==> src/rtl/alarm_trigger.sv <==
// Alarm sequencer: compares time-of-day to the programmed alarm, then rings,
// snoozes, times out, and produces the musicClk beat for downstream light/sound.
module alarm_trigger #(
  parameter int TICKS_PER_SEC = 100000000,
  parameter int SNOOZE_SEC    = 300,
  parameter int RING_SEC      = 60,
  parameter int BEAT_HALF     = 12500000,
  parameter int MAX_SNOOZE    = 3
) (
  input  logic       clk,
  input  logic       reset,
  input  logic [4:0] cur_hour,
  input  logic [5:0] cur_min,
  input  logic [5:0] cur_sec,
  input  logic [4:0] alarm_hour,
  input  logic [5:0] alarm_min,
  input  logic       alarm_enable,
  input  logic       snooze_btn,
  input  logic       stop_btn,
  output logic       turnedOn,
  output logic       musicClk,
  output logic       snoozing,
  output logic       missed,
  output logic [1:0] dbg_state_o
);

  localparam int SEC_MAX = (RING_SEC > SNOOZE_SEC) ? RING_SEC : SNOOZE_SEC;
  localparam int PW = (TICKS_PER_SEC > 1) ? $clog2(TICKS_PER_SEC) : 1;
  localparam int SW = (SEC_MAX > 1) ? $clog2(SEC_MAX) : 1;
  localparam int BW = (BEAT_HALF > 1) ? $clog2(BEAT_HALF) : 1;
  localparam int CW = $clog2(MAX_SNOOZE + 1);

  typedef enum logic [1:0] {
    IDLE    = 2'd0,
    ARMED   = 2'd1,
    RINGING = 2'd2,
    SNOOZE  = 2'd3
  } state_t;

  state_t        state_q, state_d;
  logic          match_q;
  logic [PW-1:0] presc_q, presc_d;
  logic [SW-1:0] sec_q, sec_d;
  logic [BW-1:0] beat_q, beat_d;
  logic [CW-1:0] snz_cnt_q, snz_cnt_d;
  logic          music_q, music_d;
  logic          missed_q, missed_d;
  logic          turned_on_q, snoozing_q;

  logic match, hit, tick_wrap, ring_to, snz_to, entering, enter_ring, staying;

  assign match = (cur_hour == alarm_hour) && (cur_min == alarm_min) && (cur_sec == 6'd0);
  assign hit   = match && !match_q;

  // Timeouts fire on the final prescaler wrap so the dwell is exactly N*TICKS_PER_SEC cycles.
  assign tick_wrap = (presc_q == PW'(TICKS_PER_SEC - 1));
  assign ring_to   = tick_wrap && (sec_q == SW'(RING_SEC - 1));
  assign snz_to    = tick_wrap && (sec_q == SW'(SNOOZE_SEC - 1));

  always_comb begin
    state_d   = state_q;
    snz_cnt_d = snz_cnt_q;
    missed_d  = missed_q;
    if (stop_btn) missed_d = 1'b0;
    if (!alarm_enable) begin
      state_d   = IDLE;
      snz_cnt_d = '0;
      missed_d  = 1'b0;
    end else begin
      case (state_q)
        IDLE:  state_d = ARMED;
        ARMED: if (hit) begin
          state_d   = RINGING;
          snz_cnt_d = '0;
        end
        RINGING: begin
          if (stop_btn) begin
            state_d = ARMED;
          end else if (snooze_btn && (snz_cnt_q < CW'(MAX_SNOOZE))) begin
            state_d   = SNOOZE;
            snz_cnt_d = snz_cnt_q + CW'(1);
          end else if (ring_to) begin
            state_d  = ARMED;
            missed_d = 1'b1;
          end
        end
        SNOOZE: begin
          if (stop_btn)    state_d = ARMED;
          else if (snz_to) state_d = RINGING;
        end
        default: state_d = IDLE;
      endcase
    end
  end

  assign entering   = (state_d != state_q) && ((state_d == RINGING) || (state_d == SNOOZE));
  assign enter_ring = (state_d == RINGING) && (state_q != RINGING);
  assign staying    = (state_d == state_q) && ((state_q == RINGING) || (state_q == SNOOZE));

  always_comb begin
    presc_d = presc_q;
    sec_d   = sec_q;
    beat_d  = beat_q;
    music_d = music_q;
    if (entering) begin
      presc_d = '0;
      sec_d   = '0;
    end else if (staying) begin
      if (tick_wrap) begin
        presc_d = '0;
        sec_d   = sec_q + SW'(1);
      end else begin
        presc_d = presc_q + PW'(1);
      end
    end
    if (enter_ring || (state_d != RINGING)) begin
      beat_d  = '0;
      music_d = 1'b0;
    end else if (beat_q == BW'(BEAT_HALF - 1)) begin
      beat_d  = '0;
      music_d = !music_q;
    end else begin
      beat_d = beat_q + BW'(1);
    end
  end

  always_ff @(posedge clk or negedge reset) begin
    if (!reset) begin
      state_q     <= IDLE;
      match_q     <= 1'b0;
      presc_q     <= '0;
      sec_q       <= '0;
      beat_q      <= '0;
      snz_cnt_q   <= '0;
      music_q     <= 1'b0;
      missed_q    <= 1'b0;
      turned_on_q <= 1'b0;
      snoozing_q  <= 1'b0;
    end else begin
      state_q     <= state_d;
      match_q     <= match;
      presc_q     <= presc_d;
      sec_q       <= sec_d;
      beat_q      <= beat_d;
      snz_cnt_q   <= snz_cnt_d;
      music_q     <= music_d;
      missed_q    <= missed_d;
      turned_on_q <= (state_d == RINGING);
      snoozing_q  <= (state_d == SNOOZE);
    end
  end

  assign turnedOn    = turned_on_q;
  assign musicClk    = music_q;
  assign snoozing    = snoozing_q;
  assign missed      = missed_q;
  assign dbg_state_o = state_q;

endmodule
==> config.mk <==
export PLATFORM = sky130hd
export DESIGN_NAME = alarm_trigger
export DESIGN_NICKNAME = d
export VERILOG_FILES = /design/src/rtl/alarm_trigger.sv
export SDC_FILE = /design/constraint.sdc
export NUM_CORES = 1
export LEC_CHECK = 0
export CORE_ASPECT_RATIO = 0.5
export CORE_UTILIZATION = 52
export CTS_BUF_LIST = sky130_fd_sc_hd__clkbuf_4
export CTS_CLUSTER_DIAMETER = 80
export CTS_CLUSTER_SIZE = 20
export DETAILED_ROUTE_END_ITERATION = 10
export PLACE_DENSITY = 0.74
export SLEW_MARGIN = 20
export SYNTH_ARGS = -nofsm -noshare
export SYNTH_HDL_FRONTEND = slang
export SYNTH_SLANG_ARGS = --single-unit
==> constraint.sdc <==
create_clock -name clk -period 6.6 [get_ports clk]
set_clock_uncertainty 0.15 [all_clocks]
set_input_delay 0.99 -clock clk [delete_from_list [all_inputs] [get_ports clk]]
set_output_delay 0.99 -clock clk [all_outputs]
set_load 0.03 [all_outputs]
## Word-level counts from Yosys, hierarchy flattened

Index checks and enable logic that the tools add are counted.

- Flip-flop bits (word level): 69
- Bits of input ports: 33
- Word-level logic and storage cells: 84

- Order comparisons: 1
- Muxes and demuxes: 29
- Equal/unequal tests: 19
- Add/subtract/negate cells: 4
- Reductions and logical operators: 21

Operators with widths:

| operator | number |
|---|---|
| 27-bit two-way mux | 3 |
| 24-bit two-way mux | 2 |
| 27-bit by 1-bit adder with 27-bit output (second input constant) | 1 |
| 27-bit equality test (second input constant) | 1 |
| 9-bit two-way mux | 3 |
| 24-bit by 1-bit adder with 24-bit output (second input constant) | 1 |
| 24-bit equality test (second input constant) | 1 |
| 2-bit two-way mux | 11 |
| 9-bit by 1-bit adder with 9-bit output (second input constant) | 1 |
| 9-bit by 6-bit equality test with 1-bit output (second input constant) | 1 |
| 9-bit equality test (second input constant) | 1 |
| 1-bit logical AND | 9 |
| 3-bit inequality test (second input constant) | 3 |
| 2-bit equality test (second input constant) | 4 |
| 1-bit two-way mux | 8 |
| 2-bit one-hot mux with 4 select lines | 1 |
| 6-bit equality test | 1 |
| 6-bit logical NOT | 1 |
| 2-bit nonzero test | 3 |
| 5-bit equality test | 1 |
| 2-bit inequality test (second input constant) | 2 |
| 2-bit one-hot mux with 2 select lines | 1 |
| 4-bit AND reduction | 1 |
| 1-bit logical OR | 3 |
| 9 further kinds | 10 |

## Logic depth before layout (Yosys ltp)

- Depth after elaboration: 12
- Depth in mapped cells: 10
- Mapped depth without buffers: 9

## Least setup slack after synthesis

Ideal clock, no wire load.

- Path type: in2reg
- From: input port snooze_btn
- To: register sec_q[0]
- Buffers on the path: 1
- Arrival time: 2.726 ns
- Cell stages on the path: 7
- Data required time: 6.370 ns
- Setup time: 0.080 ns
- Setup slack: 3.644 ns
- Cell sequence: nor2b_1 nor3_1 nand2_1 a311o_2 or3b_1 buf_6 mux2i_4

- Word-level cells in the longest chain between the ends: 10
- Elaborated cells on any way between the ends: 16
- Classes of those cells: eq/ne: 4; mux: 5; reduce/logical: 7

Ends and longest elaborated chain:

| item | RTL line | RTL |
|---|---|---|
| start: declaration | 18 | `input logic snooze_btn,` |
| 1-bit logical AND * | 79 | `end else if (snooze_btn && (snz_cnt_q < CW'(MAX_SNOOZE))) begin` |
| 2-bit two-way mux * | 79 |  |
| 2-bit two-way mux * | 77 | `if (stop_btn) begin` |
| 2-bit one-hot mux with 4 select lines * | 70 | `case (state_q)` |
| 2-bit two-way mux * | 65 | `if (!alarm_enable) begin` |
| 2-bit equality test | 96 | `assign entering = (state_d != state_q) && ((state_d == RINGING) \|\| (state_d == SNOOZE));` |
| 1-bit logical OR | 96 |  |
| 1-bit logical AND | 96 |  |
| 2-bit nonzero test (no line) | - |  |
| 2-bit AND reduction (no line) | - |  |
| end signal: assignment | 132 | `sec_q <= '0;` |
| end signal: assignment | 143 | `sec_q <= sec_d;` |
| end: declaration | 43 | `logic [SW-1:0] sec_q, sec_d;` |

Every way passes the cells marked *; elsewhere a longest branch is shown, timed or not.
A chain may end at the register's enable or synchronous reset.

## Worst setup path after layout

- From: input port cur_sec[0]
- To: register sec_q[4]

- Word-level cells in the longest chain between the ends: 11
- Elaborated cells on any way between the ends: 17
- Classes of those cells: eq/ne: 4; mux: 4; reduce/logical: 9

Ends and longest elaborated chain:

| item | RTL line | RTL |
|---|---|---|
| start: declaration | 14 | `input logic [5:0] cur_sec,` |
| 6-bit logical NOT * | 52 | `assign match = (cur_hour == alarm_hour) && (cur_min == alarm_min) && (cur_sec == 6'd0);` |
| 1-bit logical AND * | 52 |  |
| 1-bit logical AND * | 53 | `assign hit = match && !match_q;` |
| 2-bit two-way mux * | 72 | `ARMED: if (hit) begin` |
| 2-bit one-hot mux with 4 select lines * | 70 |  |
| 2-bit two-way mux * | 65 |  |
| via state_d[1] | 40 | `state_t state_q, state_d;` |
| 2-bit equality test | 96 |  |
| 1-bit logical OR | 96 |  |
| 1-bit logical AND | 96 |  |
| 2-bit nonzero test (no line) | - |  |
| 2-bit AND reduction (no line) | - |  |

Mark *: on every way through the listed nets, which the timed path passes. The rest lies on a longest branch.

==> out/results.ini <==
[final_layout]
multi_input_area_mm2 = 0.00200
ff_latch_area_mm2 = 0.00173
final_net_count = 489
antenna_cells = 0
n_fill_cell = 605
layout-drive-gt1-share = 0.0875
areaGrowthSynthToFinish_pct = 15.1

[drt]
avgViaCountPerCell = 5.80
wl_um = 8460
detail-route-antenna-nets = 0
drc = 0
firstDrtPassIters = 5
wire_per_inst_um = 15.4
drt-initial-drc-count = 277
vias = 3183

[critical_path]
crit_type = input pin to register
cp-end-kind = register
reg2reg_slack_ps = 3470
critPathArrivalTime_ps = 3860
critPathRequiredTime_ps = 6750
start_kind = input pin
path_max_fanout = 37

[hold_path]
hp-class = register to register

[synthesis]
synth.distinct_cells = 53
syn_avg_cell_area_um2 = 9.26
ys_ff_latch = 69
synthCells = 413
synth_nets = 450
synth.cell_area_mm2 = 0.00382
yosysWarnings = 0
ys_dominant_reg_cell = dfrtp_1
async_flop_share = 1.00
seq_area_frac_synth = 0.452
synth_edf_count = 0

[power]
p_sw_frac = 0.242
pwr-share-seq = 0.579
power-per-cell-area_mw_per_mm2 = 175
p_comb_frac = 0.078
ir_worst_vdd_mv = 0.0876
netSwitchingPower_uw = 187
p_int_uw = 583
clkPwrFrac = 0.342
p_leak_uw = 0.00169

[floorplanning]
die_w_um = 123
num_rows = 21
fp.dieArea_mm2 = 0.00772
core_area_mm2 = 0.00688
start_util = 0.555
boundaryPins = 39
die_h_um = 62.6

[sta]
relSlewSlack = 0.425
fmax_mhz = 269
maxSlewViolCount = 0
fin_hold_ws_ps = 346
finalSetupTns_ps = 0
setup_viol = 0
tightest_slew_ps = 862
fin_crit_ps = 3710
rsz0062_at_grt = no
hold_viol_final = 0
post-route-period-util = 0.562

[place]
port-buffer-count = 38
dp_hpwl_um = 6140
gp_congestion = 0.855

[cts]
cts-root-buf = clkbuf_4
cts_hold_buf = 0
post_cts_resize_count = 0
path_clk_slew_ps = 110
cts_buffers = 9
clock_latency_ps = 430
clk_path_buf_depth = 2
cts-htree-levels = 3
cts_setup_buffers = 0
cts_tree = yes
cts_sinks = 69

[global_route]
grt_pass1_wl_um = 14500
grt_pass1_vias = 3175
grt_antenna_before_repair = 0
groute.usage.overall = 0.244
grt_max_degree = 70
grt_overflow = 0

[run]
drv_cap = 0

[outcome]
outcome = completed

==> cell families after synthesis <==
family                   after synthesis  synth area share
AND/OR/NAND/NOR                      218             0.293
XOR/XNOR                              49             0.112
buffers and inverters                 23            0.0258
AO/OA/AOI/OAI                         48            0.0962
multiplexers                           2           0.00851
flip-flops                            69             0.452
adder cells (fa/ha/maj)                4            0.0131
==> routing by layer <==
layer | GRT usage | wire length, um | up-vias
met3 | 0.0730 | 354 | 10
met2 | 0.406 | 4340 | 57
met4 | 0.0858 | 88 | 0
met1 | 0.302 | 3680 | 1592
met5 | 0 | 0 | -
li1 | - | - | 1524
==> critical path, stage by stage <==
cell             delay (ps)
clkdlybuf4s50_1         410
nor4_1                  300
nand4_1                 200
nor4_2                  420
a32oi_2                 170
buf_4                   260
inv_1                   190
and2_2                  520
o21ai_0                 220
o2bb2ai_2               170
==> layout make-up <==
class | instances | area share
Clock inverter | 6 | 0.0122
Timing Repair Buffer | 40 | 0.0887
Multi-Input combinational cell | 321 | 0.454
Clock buffer | 10 | 0.0171
Sequential cell | 69 | 0.392
Tap cell | 92 | 0.0262
Inverter | 11 | 0.00938
==> sequential cells by signal (all words and copies together) (netlist names) <==
signal	cells
match_q	1
dbg_state_o	2
turnedOn	1
presc_q	27
sec_q	9
missed	1
snz_cnt_q	2
beat_q	24
snoozing	1
musicClk	1
==> power groups by stage <==
stage	clock network, uW	registers (uW)	logic (uW)
after global routing	291	448	67.9
final	263	446	60.4
after floorplan	0	451	26.6
after CTS	271	446	61.6
after detailed placement	0	454	61.3
after global placement	0	453	58.9
==> synth_stat cells (2+ instances only) <==
cell       number  area share
buf_2           4      0.0052
and2_1          2      0.0033
o21ai_0        22       0.029
o2bb2ai_2       5       0.020
nor4b_1         4      0.0092
or2_2           3      0.0049
clkbuf_1        6      0.0059
nand2b_1        4      0.0065
a21oi_1         6      0.0079
a2bb2oi_1       2      0.0046
nor2_1         69       0.068
o41ai_1         2      0.0046
nor3_1         21       0.027
and4b_1         2      0.0052
xnor2_1        34       0.078
inv_1          11       0.011
ha_1            4       0.013
and3_1         12       0.020
xor2_1         15       0.034
nand4_1        11       0.018
dfrtp_1        69        0.45
or3_1           8       0.013
nand3_1        31       0.041
nand2_1        30       0.029
o31ai_1         3      0.0059
nor4_1          6      0.0098
==> layout by cell type, fill, tap and decap left out, types with 3 or more instances in the layout <==
| cell | netlist | layout |
|---|---|---|
| xnor2_1 | 34 | 34 |
| clkdlybuf4s50_1 | 0 | 37 |
| nor3_1 | 21 | 21 |
| inv_1 | 11 | 11 |
| nor2_1 | 69 | 69 |
| dfrtp_1 | 69 | 69 |
| nand2b_1 | 4 | 4 |
| nand4_1 | 11 | 11 |
| nor4_1 | 6 | 6 |
| or3_1 | 8 | 8 |
| clkbuf_4 | 0 | 10 |
| o31ai_1 | 3 | 3 |
| ha_1 | 4 | 4 |
| or2_2 | 3 | 3 |
| clkinv_2 | 0 | 4 |
| nand3_1 | 31 | 31 |
| a21oi_1 | 6 | 6 |
| nor4b_1 | 4 | 4 |
| and3_1 | 12 | 12 |
| xor2_1 | 15 | 15 |
| o2bb2ai_2 | 5 | 5 |
| nand2_1 | 30 | 30 |
| o21ai_0 | 22 | 22 |
==> metrics by stage <==
| stage | std cells | power (uW) | utilization | instance area (um2) | setup slack [ps] |
|---|---|---|---|---|---|
| global placement | 533 | 512 | 0.621 | 4270 | 2690 |
| CTS | 549 | 778 | 0.639 | 4400 | 2960 |
| finish | 549 | 769 | 0.639 | 4400 | 2890 |
| global route | 549 | 806 | 0.639 | 4400 | 2720 |
| detailed placement | 533 | 515 | 0.621 | 4270 | 2520 |
| floorplan | 413 | 477 | - | 3820 | 3640 |
==> final timing paths <==
| path | cells after the start | startpoint | endpoint |
|---|---|---|---|
| setup reg to reg | 8 | presc_q[0]$_DFFE_PN0P_ | beat_q[12]$_DFF_PN0_ |
| setup / recovery | 10 | cur_sec[0] | sec_q[4]$_DFFE_PN0P_ |
| hold / removal | 1 | beat_q[0]$_DFF_PN0_ | beat_q[0]$_DFF_PN0_ |
| hold reg to reg | 1 | beat_q[0]$_DFF_PN0_ | beat_q[0]$_DFF_PN0_ |
| max in group asynchronous | 2 | reset | presc_q[17]$_DFFE_PN0P_ |
| min in group asynchronous | 2 | reset | beat_q[7]$_DFF_PN0_ |
No activity file was read; power rests on OpenSTA's default activity.
==> edit 1 (config.mk and constraints unchanged) <==
`BEAT_HALF`: 12500000 -> 25000000.
--- a/src/rtl/alarm_trigger.sv
+++ b/src/rtl/alarm_trigger.sv
@@ -4,7 +4,7 @@
   parameter int TICKS_PER_SEC = 100000000,
   parameter int SNOOZE_SEC    = 300,
   parameter int RING_SEC      = 60,
-  parameter int BEAT_HALF     = 12500000,
+  parameter int BEAT_HALF     = 25000000,
   parameter int MAX_SNOOZE    = 3
 ) (
   input  logic       clk,
Behaviour: same outputs for any inputs over 10 cycles, from zero or initial values and one cycle with reset low; that may be too few to reach the edited logic, so the function may still have changed.
==> edit 1 against the original RTL <==
Synthesized area rose by 4.4%; power fell by 2.9%; sequential power fell by 4%; via count rose by 2.1%; register-to-register slack got worse by 0.44 ns; count of clock-buffer cells in the layout did not move; design area rose by 3.6%; routed wire length fell by 6.7%; sequential cell count rose by 1; clock power rose by 5%; worst setup slack improved by 0.14 ns; critical path type is now reg -> reg; critical endpoint is now beat_q[11]$_DFF_PN0_; largest cell class unchanged.
==> edit 1: results (changes against the original RTL) <==
| Metric | Value |
|---|---|
| Outcome | finished clean |
| Maximum number of pins on one net before global-route repair | 71 (+1.4%) |
| RR Endpoint | beat_q[11]$_DFF_PN0_ |
| R2R cell count | 10 (+2) |
| Sequential Area | 1752 um2 (+1.4%) |
| CP Launch Type | flop |
| Vias in the first global route | 2,955 (-6.9%) |
| RD Place Congestion | 0.8417 (-1.6%) |
| First-pass GRT wire length | 14,000 um (-3.7%) |
| Net Sw Frac | 23.69% (-0.55 points) |
| Leakage power total | 0.001854 uW (+9.6%) |
| Routed len/inst | 13.77 um (-11%) |
| Multi-input gate share of the layout cell area | 46.50% (+1.1 points) |
| Synth Instances | 436 (+5.6%) |
| Top flop regs | presc_q x27, beat_q x25, sec_q x9 |
| DP HPWL | 5508 um (-10%) |
| Placed Cells | 557 (+4.5%) |
| Slew headroom | 40.01% (-2.5 points) |
| Non-clk buf share | 8.729% (-0.14 points) |
| Multi-input gates | 342 (+6.5%) |
| Worst R2R Setup Slack | 3.03 ns (-0.44 ns) |
| Seq pwr share | 57.6% (-0.3 points) |
| 1st-iter DRT viols | 237 (-14%) |
| Share of layout cells above drive strength 1 | 8.403% (-0.35 points) |
| GRT Total Usage | 22.30% (-2.1 points) |
| Synth Area in XOR/XNOR | 10.09% (-1.1 points) |
| CP max stage cell | or3_1 |
| Fin nets | 509 (+4.1%) |
| Area contributors post-synth | dfrtp_1, nor2_1, xnor2_1 |
| Hold slack | 0.3404 ns (-0.005901 ns) |
| Initial antenna violation count | 1 (+1) |
| Avg Cell Area, Syn | 9.154 um2 (-1.1%) |
| Most common library cells after synthesis | dfrtp_1, nor2_1, nand2_1 |
| Logic inverters | 8 (-3) |
| WP data arrival | 3.71 ns (-0.15 ns) |
| Power Dens Cells | 163.9 nW/um2 (-6.2%) |
| Number of diodes | 1 (+1) |
[edit 1: cell types whose count changed in the layout (fill, tap and decap cells not counted), moves of 7 or more]
cell,before,now
xnor2_1,34,23
nand2_1,30,45
xor2_1,15,23
nor3_1,21,13
a22oi_1,0,7
o21ai_0,22,15
nor2_1,69,59
and4_1,1,8
nand3_1,31,24
[edit 1: how the worst max path moves through the flow]
stage                                end  slack [ns]  cells after the start
finish              beat_q[11]$_DFF_PN0_        3.03                     10
global route        beat_q[11]$_DFF_PN0_        2.59                     10
CTS                 beat_q[20]$_DFF_PN0_        3.01                     10
detailed placement  beat_q[20]$_DFF_PN0_        2.66                     10
global placement     beat_q[5]$_DFF_PN0_        2.72                     10
floorplan           beat_q[14]$_DFF_PN0_        3.72                     10
[edit 1: routing by layer]
metal	wire length, um	global-route usage, %
met2	3481	33.01
met1	3984	31.53
met4	71	7.681
met5	0	0
met3	352	6.030
==> edit 2 (same settings) <==
Made on the original files. Remove the register `turned_on_q`: a continuous assignment takes its place, so the output `turnedOn` follows one clock earlier.
--- a/src/rtl/alarm_trigger.sv
+++ b/src/rtl/alarm_trigger.sv
@@ -134,7 +134,6 @@
       snz_cnt_q   <= '0;
       music_q     <= 1'b0;
       missed_q    <= 1'b0;
-      turned_on_q <= 1'b0;
       snoozing_q  <= 1'b0;
     end else begin
       state_q     <= state_d;
@@ -145,10 +144,11 @@
       snz_cnt_q   <= snz_cnt_d;
       music_q     <= music_d;
       missed_q    <= missed_d;
-      turned_on_q <= (state_d == RINGING);
       snoozing_q  <= (state_d == SNOOZE);
     end
   end
+
+  assign turned_on_q = (state_d == RINGING);
 
   assign turnedOn    = turned_on_q;
   assign musicClk    = music_q;
Check against the original RTL: not equivalent (a bounded check fails within 4 cycles, from zero or initial values and one cycle with reset low).
==> edit 2 against the original RTL <==
Die area decreased by 0.64%; synthesized cell count fell by 0.24%; cell count fell by 0.18%; routed wire length fell by 0.95%; power rose by 3.5%; register-to-register slack got worse by 0.12 ns; design area is 0.11% lower; synthesized area shrank 0.65%; combinational power hardly changed; sequential cell count fell by 1; highest routed layer unchanged; worst setup slack got worse by 0.87 ns.
==> edit 2: results (changes against the original RTL) <==
| Metric | Value |
|---|---|
| Outcome | finished clean |
| Maximum number of pins on one net before global-route repair | 69 (-1.4%) |
| Inserted Clock Buffers | 9 (unchanged) |
| Synth unique cells | 53 (unchanged) |
| GRT Total Usage | 24.44% (about the same) |
| Critical Path Sink | turnedOn |
| RD Place Congestion | 0.8886 (+3.9%) |
| Sequential fraction of the synthesis area | 44.80% (-0.36 points) |
| Most common library cells after synthesis | nor2_1, dfrtp_1, xnor2_1 |
| Logic inverters | 11 (unchanged) |
| Reg2reg start | presc_q[0]$_DFFE_PN0P_ |
| Root Driver | clkbuf_4 |
| Sequential Area | 1702 um2 (-1.4%) |
| Layout Cells excl Fill | 548 (-0.18%) |
| Hold path endpoint | beat_q[0]$_DFF_PN0_ |
| RR Endpoint | beat_q[10]$_DFF_PN0_ |
| Hold path cells | 1 (unchanged) |
| Vias in the first global route | 3,226 (+1.6%) |
| Top flop regs | presc_q x27, beat_q x24, sec_q x9 |
| Peak supply drop | 0.1015 mV (+16%) |
| CP Capture Type | output port |
| Min cycle time layout | 4.586 ns (+0.8746 ns) |
| 1st-iter DRT viols | 188 (-32%) |
| DP HPWL | 6035 um (-1.7%) |
| Via/cell ratio | 5.786 (-0.20%) |
| Slew @ Worst Pin | 0.8612 ns (-0.0008768 ns) |
| First-pass GRT wire length | 14,510 um (-0.14%) |
| WP data arrival | 3.45 ns (-0.41 ns) |
| Placed Cells | 532 (-0.19%) |
| Synth Instances | 412 (-0.24%) |
| CP max stage cell | clkdlybuf4s50_1 |
| Multi-input gate share of the layout cell area | 45.46% (+0.052 points) |
| Fin nets | 488 (-0.20%) |
| DP Worst Slack | 2.000 ns (-0.5218 ns) |
| Area contributors post-synth | dfrtp_1, xnor2_1, nor2_1 |
| Crit-path max FO | 6 (-84%) |
| Power Dens Cells | 181.2 nW/um2 (+3.7%) |
| Worst R2R Setup Slack | 3.35 ns (-0.12 ns) |
| Syn nets | 449 (-0.22%) |
| Seq pwr share | 55.2% (-2.7 points) |
| Leakage power total | 0.001682 uW (-0.54%) |
| Share of layout cells above drive strength 1 | 8.333% (-0.42 points) |
| Final Hold Fails | 0 (unchanged) |
| Non-clk buf share | 8.881% (+0.010 points) |
| YS warnings | 0 (unchanged) |
| Clock Sinks | 68 (-1.4%) |
| Primary FF master, synth | dfrtp_1 |
| Critical Path Max Stage Delay | 0.66 ns (+0.14 ns) |
| Net Sw Frac | 23.51% (-0.74 points) |
| Filler cells | 567 (-6.3%) |
| Pre-antenna DRT Iters | 4 (-1) |
| Clock network area share | 3.387% (+0.46 points) |
| Bufs on Longest Clock Path | 2 (unchanged) |
| Hold slack | 0.3102 ns (-0.03608 ns) |
| Dpl cell area | 4247 um2 (-0.59%) |
| Power Clock | 297 uW (+13%) |
| Port-buffer cells | 38 (unchanged) |
| CP delay by family, top | buffers and inverters |
| Routed len/inst | 15.29 um (-0.76%) |
-- edit 2: changes by cell type in the layout (fill, tap and decap cells not counted), sizes merged --
| cell | delta |
|---|---|
| bufinv | +1 |
| clkbuf | -1 |
| dfrtp | -1 |
-- edit 2: per-layer routing --
| metal | share of wire [%] | up-vias | GRT usage, % |
|---|---|---|---|
| met5 | 0 | - | 0 |
| met4 | 1.7 | 0 | 9.146 |
| met3 | 3.9 | 18 | 5.931 |
| met2 | 51 | 65 | 41.50 |
| met1 | 44 | 1561 | 30.19 |
| li1 | - | 1527 | - |
-- edit 2: cell families (layout without fill, tap and decap cells) --
family | after synthesis | after routing | share of synthesized area [%]
XOR/XNOR | 49 | 49 | 11.30
adder cells (fa/ha/maj) | 4 | 4 | 1.318
multiplexers | 2 | 2 | 0.8564
buffers and inverters | 23 | 67 | 2.602
flip-flops | 68 | 68 | 44.80
AO/OA/AOI/OAI | 48 | 48 | 9.684
AND/OR/NAND/NOR | 218 | 218 | 29.45
